File: config.mk
export PLATFORM = sky130hd
export DESIGN_NAME = dmem_access_ctrl_flat
export DESIGN_NICKNAME = d
export VERILOG_FILES = /design/src/rtl/dmem_access_ctrl_if.sv /design/src/rtl/dmem_access_ctrl.sv /design/src/flat_wrapper.sv
export SDC_FILE = /design/constraint.sdc
export NUM_CORES = 1
export LEC_CHECK = 0
export ABC_AREA = 1
export CAP_MARGIN = 20
export CORE_MARGIN = 2
export CORE_UTILIZATION = 24
export CTS_CLUSTER_SIZE = 8
export DETAILED_ROUTE_END_ITERATION = 10
export PLACE_DENSITY_LB_ADDON = 0.08
export SKIP_LAST_GASP = 1
export SYNTH_ARGS = -nofsm -noshare
export SYNTH_HDL_FRONTEND = slang
export SYNTH_SLANG_ARGS = --single-unit
File: constraint.sdc
create_clock -name clk -period 1.25 [get_ports clk]
set_clock_uncertainty 0.15 [all_clocks]
set_input_delay 0.1875 -clock clk [delete_from_list [all_inputs] [get_ports clk]]
set_output_delay 0.1875 -clock clk [all_outputs]
set_load 0.02 [all_outputs]
File: src/rtl/dmem_access_ctrl_if.sv
`default_nettype none
// ============================================================================
//  Module      : dmem_access_ctrl_if
//  Description : Request/acknowledge bus between the memory-stage load/store
//                initiator (master) and the data memory (slave).
//  Revision    : 1.0  initial release
// ============================================================================
interface dmem_access_ctrl_if;
    logic        mem_req;
    logic        mem_we;
    logic [31:0] mem_addr;
    logic [31:0] mem_wdata;
    logic        mem_ack;
    logic [31:0] mem_rdata;

    modport master (
        output mem_req,
        output mem_we,
        output mem_addr,
        output mem_wdata,
        input  mem_ack,
        input  mem_rdata
    );

    modport slave (
        input  mem_req,
        input  mem_we,
        input  mem_addr,
        input  mem_wdata,
        output mem_ack,
        output mem_rdata
    );
endinterface
`default_nettype wire

File: src/rtl/dmem_access_ctrl.sv
`default_nettype none
// ============================================================================
//  Module      : dmem_access_ctrl
//  Description : Memory-stage load/store initiator. Issues a registered
//                request toward a variable-latency data memory, stalls the
//                pipeline while an access is outstanding, returns load data
//                as a one-cycle-qualified result, and flags out-of-range
//                addresses and response timeouts.
//  Revision    : 1.0  initial release
// ============================================================================
module dmem_access_ctrl #(
    parameter logic [5:0] LOAD_OP  = 6'b000100,
    parameter logic [5:0] STORE_OP = 6'b000101,
    parameter int         DEPTH    = 11,
    parameter int         TIMEOUT  = 15
) (
    input  wire logic               clk,
    input  wire logic               rst_n,
    input  wire logic               valid_d2,
    input  wire logic [5:0]         opcode_d2,
    input  wire logic [31:0]        alu_out_d2,
    input  wire logic [31:0]        reg_rs1_d2,
    output      logic               stall,
    output      logic [31:0]        load_data,
    output      logic               load_valid,
    output      logic               addr_err,
    output      logic               timeout_err,
    dmem_access_ctrl_if.master      mem
);

    localparam logic [0:0] c_IDLE = 1'b0;
    localparam logic [0:0] c_BUSY = 1'b1;

    // Wait counter compares against TIMEOUT-1 so the request is held for
    // exactly TIMEOUT cycles before the access is abandoned.
    localparam logic [3:0] c_WAIT_LAST = 4'(TIMEOUT - 1);
    localparam logic [31:0] c_DEPTH    = 32'(DEPTH);

    logic [0:0]  state_q;
    logic [0:0]  state_d;
    logic [3:0]  wait_cnt_q;
    logic        mem_we_q;
    logic [31:0] mem_addr_q;
    logic [31:0] mem_wdata_q;
    logic [31:0] load_data_q;
    logic        load_valid_q;
    logic        addr_err_q;
    logic        timeout_err_q;

    logic        w_mem_op;
    logic        w_in_range;
    logic        w_idle;
    logic        w_busy;
    logic        w_accept;
    logic        w_out_of_range;
    logic        w_ack_hit;
    logic        w_timeout_hit;

    assign w_mem_op       = valid_d2 && ((opcode_d2 == LOAD_OP) || (opcode_d2 == STORE_OP));
    assign w_in_range     = (alu_out_d2 < c_DEPTH);
    assign w_idle         = (state_q == c_IDLE);
    assign w_busy         = (state_q == c_BUSY);
    assign w_accept       = w_idle && w_mem_op && w_in_range;
    assign w_out_of_range = w_idle && w_mem_op && !w_in_range;
    // Ack is only honoured while a request is outstanding.
    assign w_ack_hit      = w_busy && mem.mem_ack;
    assign w_timeout_hit  = w_busy && !mem.mem_ack && (wait_cnt_q == c_WAIT_LAST);

    // FSM state register
    always_ff @(posedge clk or negedge rst_n) begin
        if (!rst_n) begin
            state_q <= c_IDLE;
        end else begin
            state_q <= state_d;
        end
    end

    // FSM next-state: IDLE -> BUSY on accept, BUSY -> IDLE on ack or timeout
    always_comb begin
        state_d = state_q;
        case (state_q)
            c_IDLE: if (w_accept) state_d = c_BUSY;
            c_BUSY: if (w_ack_hit || w_timeout_hit) state_d = c_IDLE;
            default: state_d = c_IDLE;
        endcase
    end

    // FSM outputs: hold the pipeline on accept and while waiting for an ack
    always_comb begin
        stall = 1'b0;
        case (state_q)
            c_IDLE:  stall = w_accept;
            c_BUSY:  stall = !mem.mem_ack && !w_timeout_hit;
            default: stall = 1'b0;
        endcase
    end

    // Wait counter: cleared on accept, counts every unacknowledged BUSY cycle
    always_ff @(posedge clk or negedge rst_n) begin
        if (!rst_n) begin
            wait_cnt_q <= 4'd0;
        end else if (w_accept) begin
            wait_cnt_q <= 4'd0;
        end else if (w_busy && !mem.mem_ack) begin
            wait_cnt_q <= wait_cnt_q + 4'd1;
        end
    end

    // Request attributes are captured once on accept and stay stable while BUSY
    always_ff @(posedge clk or negedge rst_n) begin
        if (!rst_n) begin
            mem_we_q    <= 1'b0;
            mem_addr_q  <= 32'd0;
            mem_wdata_q <= 32'd0;
        end else if (w_accept) begin
            mem_we_q    <= (opcode_d2 == STORE_OP);
            mem_addr_q  <= alu_out_d2;
            mem_wdata_q <= reg_rs1_d2;
        end
    end

    // Load result: capture read data on a load ack, pulse the qualifier once
    always_ff @(posedge clk or negedge rst_n) begin
        if (!rst_n) begin
            load_data_q  <= 32'd0;
            load_valid_q <= 1'b0;
        end else begin
            load_valid_q <= w_ack_hit && !mem_we_q;
            if (w_ack_hit && !mem_we_q) begin
                load_data_q <= mem.mem_rdata;
            end
        end
    end

    // Error flags: address error is a one-cycle pulse, timeout is sticky
    always_ff @(posedge clk or negedge rst_n) begin
        if (!rst_n) begin
            addr_err_q    <= 1'b0;
            timeout_err_q <= 1'b0;
        end else begin
            addr_err_q <= w_out_of_range;
            if (w_timeout_hit) begin
                timeout_err_q <= 1'b1;
            end
        end
    end

    // The request line is simply the BUSY state, which is itself a flop
    assign mem.mem_req   = w_busy;
    assign mem.mem_we    = mem_we_q;
    assign mem.mem_addr  = mem_addr_q;
    assign mem.mem_wdata = mem_wdata_q;

    assign load_data   = load_data_q;
    assign load_valid  = load_valid_q;
    assign addr_err    = addr_err_q;
    assign timeout_err = timeout_err_q;

endmodule
`default_nettype wire
File: src/flat_wrapper.sv
// flat-port wrapper written by rule: the top's interface ports become plain ports
module dmem_access_ctrl_flat 
#(
    parameter logic [5:0] LOAD_OP  = 6'b000100,
    parameter logic [5:0] STORE_OP = 6'b000101,
    parameter int         DEPTH    = 11,
    parameter int         TIMEOUT  = 15
)
  (clk, rst_n, valid_d2, opcode_d2, alu_out_d2, reg_rs1_d2, stall, load_data, load_valid, addr_err, timeout_err, mem_mem_req, mem_mem_we, mem_mem_addr, mem_mem_wdata, mem_mem_ack, mem_mem_rdata);
  dmem_access_ctrl_if mem_i ();
  input  wire logic clk;
  input  wire logic rst_n;
  input  wire logic valid_d2;
  input  wire logic [5:0] opcode_d2;
  input  wire logic [31:0] alu_out_d2;
  input  wire logic [31:0] reg_rs1_d2;
  output      logic stall;
  output      logic [31:0] load_data;
  output      logic load_valid;
  output      logic addr_err;
  output      logic timeout_err;
  output wire logic [$bits(mem_i.mem_req)-1:0] mem_mem_req;
  output wire logic [$bits(mem_i.mem_we)-1:0] mem_mem_we;
  output wire logic [$bits(mem_i.mem_addr)-1:0] mem_mem_addr;
  output wire logic [$bits(mem_i.mem_wdata)-1:0] mem_mem_wdata;
  input wire logic [$bits(mem_i.mem_ack)-1:0] mem_mem_ack;
  input wire logic [$bits(mem_i.mem_rdata)-1:0] mem_mem_rdata;
  assign mem_mem_req = mem_i.mem_req;
  assign mem_mem_we = mem_i.mem_we;
  assign mem_mem_addr = mem_i.mem_addr;
  assign mem_mem_wdata = mem_i.mem_wdata;
  assign mem_i.mem_ack = mem_mem_ack;
  assign mem_i.mem_rdata = mem_mem_rdata;
  dmem_access_ctrl #(.LOAD_OP(LOAD_OP), .STORE_OP(STORE_OP), .DEPTH(DEPTH), .TIMEOUT(TIMEOUT)) u_core (.clk(clk), .rst_n(rst_n), .valid_d2(valid_d2), .opcode_d2(opcode_d2), .alu_out_d2(alu_out_d2), .reg_rs1_d2(reg_rs1_d2), .stall(stall), .load_data(load_data), .load_valid(load_valid), .addr_err(addr_err), .timeout_err(timeout_err), .mem(mem_i));
endmodule
Word level (Yosys, flattened, before mapping)

Cells that the tools add are included.

Add/subtract/negate cells: 1
$mul: 0
Divide/modulo/power cells: 0
Magnitude comparators: 1
Equality and inequality tests: 3
Shifts and indexed selects: 0
Muxes and demuxes: 6
Bitwise operators: 1
Reductions and logical operators: 16

Operator list:

| cell                                                                  | number |
|---|---|
| 32-bit by 4-bit < comparator with 1-bit output, second input constant | 1 |
| 6-bit by 3-bit equality test with 1-bit output, second input constant | 2 |
| 1-bit logical AND                                                     | 9 |
| 4-bit 2-to-1 mux                                                      | 2 |
| 4-bit by 1-bit adder with 4-bit output, second input constant         | 1 |
| 4-bit equality test, second input constant                            | 1 |
| 1-bit zero test                                                       | 4 |
| 1-bit one-hot mux with 2 select lines                                 | 2 |
| 1-bit logical OR                                                      | 2 |
| 1-bit 2-to-1 mux                                                      | 2 |
| 2-bit nonzero test                                                    | 1 |
| 1-bit NOT                                                             | 1 |

Register bits after elaboration: 105
Latch bits: 0
Memory bits (writable): 0
Memory bits (read-only): 0
Input port bits: 106
Output and inout bits: 102
Word-level logic and storage cells: 37
Memories kept: 0

Longest topological paths before layout

Depth after elaboration: 7
Mapped depth: 9
Depth with buffers taken out: 8

Worst setup path before layout

Ideal clock, no wire load.

Path kind: reg2out
Start: reg u_core.state_q, in the netlist u_core.mem.mem_req
End: out stall
Arrival: 1.349 ns
Required time: 0.912 ns
Path slack: -0.436 ns
Cell stages (with the launch flop): 7
Path buffers: 1
Cell sequence: dfrtp_1 > inv_2 > nand3_1 > nor2_2 > nand3_4 > buf_6 > o21ai_0

Word-level cells in the longest chain between the ends: 5
Elaborated cells on any way between the ends: 8
Classes of those cells: mux (1); bitwise (1); reduce/logical (6)

RTL lines:

| element                                 | RTL line               | source |
|---|---|---|
| start, declared                         | dmem_access_ctrl.sv:39 | `logic [0:0] state_q;` |
| start signal, assigned                  | dmem_access_ctrl.sv:72 | `state_q <= c_IDLE;` |
| start signal, assigned                  | dmem_access_ctrl.sv:74 | `state_q <= state_d;` |
| 1-bit logical AND (2 in series)         | dmem_access_ctrl.sv:67 | `assign w_timeout_hit = w_busy && !mem.mem_ack && (wait_cnt_q == c_WAIT_LAST);` |
| 1-bit zero test                         | dmem_access_ctrl.sv:93 | `c_BUSY: stall = !mem.mem_ack && !w_timeout_hit;` |
| 1-bit logical AND                       | dmem_access_ctrl.sv:93 |  |
| 1-bit one-hot mux with 2 select lines * | dmem_access_ctrl.sv:91 | `case (state_q)` |
| end, declared                           | flat_wrapper.sv:17     | `output logic stall;` |

Mark *: on every way between the ends. The rest lies on a longest branch, timed or not.

Worst setup path after layout

Same ends and word-level chain as after synthesis.

==> metrics.cfg <==
[sta]
worst_slew_pin_slew_ns=0.322
drv_slew=0
fmax_ghz=0.576
grt_setup_unrepaired=yes
fin_crit_sh_pct=139
hold_slack_ns=0.0908
slew_headroom_pct=78.3
finalSetupViolations=110
worst_slack_ns=-0.485
min_period_ns=1.74
finalHoldViolCount=0

[clock_network]
clk_pin_slew_worst_paths_ns=0.07
cts_buffers=9
root_buffer=clkbuf_16
h-tree-depth=3
cts_tree=done
clock_sinks=105
clockBufferDepth=2
clkLatencyLatePin_ns=0.35

[floorplan]
ios=208
die_area_um2=18700
num_rows=48
die_y_um=137
die_width_um=137
coreArea_um2=17300
start_util_pct=24.5

[placement]
pre_cts_slack_ns=-0.971
port_buffers=207
place_congestion=0.727
place_hpwl_um=8500
place_area_um2=6710

[global_routing]
grt_pass1_wl_um=22700
antenna_found_initial=0
grt_pass1_vias=4299
grt_start_max_net_pins=39
overflow=0
track_usage_pct=16.0

[detailed_routing]
met3_length_um=1140
dr.max_layer_used=met4
wl_met2_um=7480
drc=0
viasPerCell=4.12
wl_met1_um=6380
num_vias=4265
routed_wl_um=15200
drt_iter0_drc=138
drt-pass1-iter-count=4
wire_per_inst_um=14.7
ant_nets=0

[layout]
nets=914
final_area_um2=8880
drive_gt1_share_pct=51.1
diodes=0
synthToLayoutAreaGrowth_pct=110
final_util_pct=51.4

[critical_path]
crit_start=u_core.mem.mem_req
path_buf_inv=2
cpMostUsedCell=nand3_4
rr_worst_depth=9
worstSetupEndpointType=output pin
cp-endpoint=stall
reg2reg_to=u_core.mem.mem_wdata[10]
reg2reg_from=u_core.mem.mem_req
crit_family=flip-flops
reg2reg_slack_ns=-0.43
critPathArrivalTime_ns=1.40
path_cells=inv_4 -> nand3_4 -> nor2_4 -> nand3_4 -> o21ai_4 -> buf_6
slowest_stage=dfrtp_2
worstPathRequired_ns=0.91
cp-start-kind=flop
cp_slowest_stage_delay_ns=0.42
cp_max_fo=3
cp.depth=6
path_class=reg2out

[min_path]
hold_path_class=in2reg

[yosys]
synth_top_cell_by_area=dfrtp_1
synth.distinct_cells=22
synth_cells=475
ys_top_cells_by_area=dfrtp_1 62%, nand2_1 20%, nand3_1 4.7%
avgSynthCellArea_um2=8.92
yosys_warnings=0
synth.top_cell.area_share_pct=62.0
netlist_area_um2=4240
ys_ff_latch=105
syn_nets=583
yosysSeqAreaShare_pct=62.0

[pwr]
ir_drop_v=0.000665
p_leak_nw=4.74
p_per_area_nw_per_um2=884

[run]
drv_cap=0

[outcome]
status=finished with violations
violations=negative setup slack

-- how the worst min path moves through the flow --
stage                  start                endpoint  slack [ns]  depth (start not counted)
3_5_place_dp           rst_n    u_core.load_data[27]       -0.05                          1
6_report       alu_out_d2[2]  u_core.mem.mem_addr[2]        0.09                          3
4_1_cts        alu_out_d2[2]  u_core.mem.mem_addr[2]        0.06                          3
2_1_floorplan          rst_n         u_core.addr_err       -0.26                          0
3_3_place_gp           rst_n    u_core.load_data[27]       -0.05                          1
5_1_grt        alu_out_d2[0]  u_core.mem.mem_addr[0]        0.10                          3
-- power breakdown --
part | switching [mW] | total (mW) | internal, mW
registers | 0.0934 | 3.62 | 3.53
clock network | 1.28 | 3.13 | 1.86
logic | 0.478 | 1.09 | 0.613
-- final cells by class --
| class | instances | area (µm²) |
|---|---|---|
| multi-input combinational | 300 | 1850 |
| clock buffer | 11 | 253 |
| inverter | 49 | 194 |
| fill | 1603 | 8410 |
| sequential | 105 | 2630 |
| timing repair buffer | 341 | 3600 |
| clock inverter | 4 | 76.3 |
| tap | 225 | 282 |
-- repair_timing --
item / in CTS / in global routing
pin swaps: 29 / 39
endpoints found under the hold margin: 105 / 0
setup endpoints to repair: 205 / 182
buffers inserted: 54 / 41
resized for setup: 654 / 217
gates cloned: 19 / 3
hold buffers: 1 / 0
-- state kept, by name, indices dropped and copies added, names as in the netlist --
name                  count
u_core.mem.mem_req        1
u_core.wait_cnt_q         4
u_core.load_valid         1
u_core.addr_err           1
u_core.timeout_err        1
u_core.mem.mem_wdata     32
u_core.mem.mem_addr      32
u_core.mem.mem_we         1
u_core.load_data         32
-- cells in the mapped netlist, drive strengths merged --
| cell | instances |
|---|---|
| xor2 | 1 |
| nor2 | 23 |
| xnor2 | 1 |
| o21ai | 3 |
| nand4 | 1 |
| nand2 | 223 |
| nor3 | 2 |
| dfrtp | 105 |
| inv | 49 |
| clkbuf | 2 |
| buf | 19 |
| and3 | 1 |
| nand3 | 41 |
| ha | 2 |
| a21oi | 1 |
| a21o | 1 |
-- cell families after synthesis --
logic type / count (synthesis) / share of synthesized area (%)
and+or+nand+nor: 291 / 27.7
AOI/OAI and AO/OA: 5 / 0.649
adders and majority gates: 2 / 0.590
buffers and inverters: 70 / 8.65
xor gates and xnor gates: 2 / 0.413
DFF: 105 / 62.0
-- tightest hold or removal path, delay by kind of cell --
family / cells / cell delay (ns)
buffers and inverters: 1 / 0.21
AND/OR/NAND/NOR: 2 / 0.16
-- stage by stage --
| step | TNS (ns) | std cells | power (mW) |
|---|---|---|---|
| global placement | -73.89 | 912 | 4.71 |
| CTS | -36.86 | 999 | 7.81 |
| detailed placement | -76.20 | 912 | 4.72 |
| finish | -35.14 | 1035 | 7.85 |
| floorplan | -14.50 | 475 | 3.97 |
| global route | -43.11 | 1035 | 8.19 |
-- routing by layer --
layer	track usage (%)	vias to the layer above
met5	0	-
met4	5.15	0
met3	4.56	19
met2	27.1	143
met1	19.6	2001
li1	-	2102
-- layout by cell type (no fill, tap or decap), types with 6 or more instances in the layout --
master,instances
nand2_2,66
clkbuf_16,12
buf_2,13
buf_6,84
nor2_1,21
inv_2,21
dlygate4sd2_1,12
dfrtp_1,104
nand2_1,108
buf_12,15
buf_16,16
nand2_4,49
inv_1,26
clkdlybuf4s15_1,6
buf_4,103
nand3_1,38
clkbuf_2,13
clkdlybuf4s50_1,72
No activity file was read; power rests on OpenSTA's default activity.
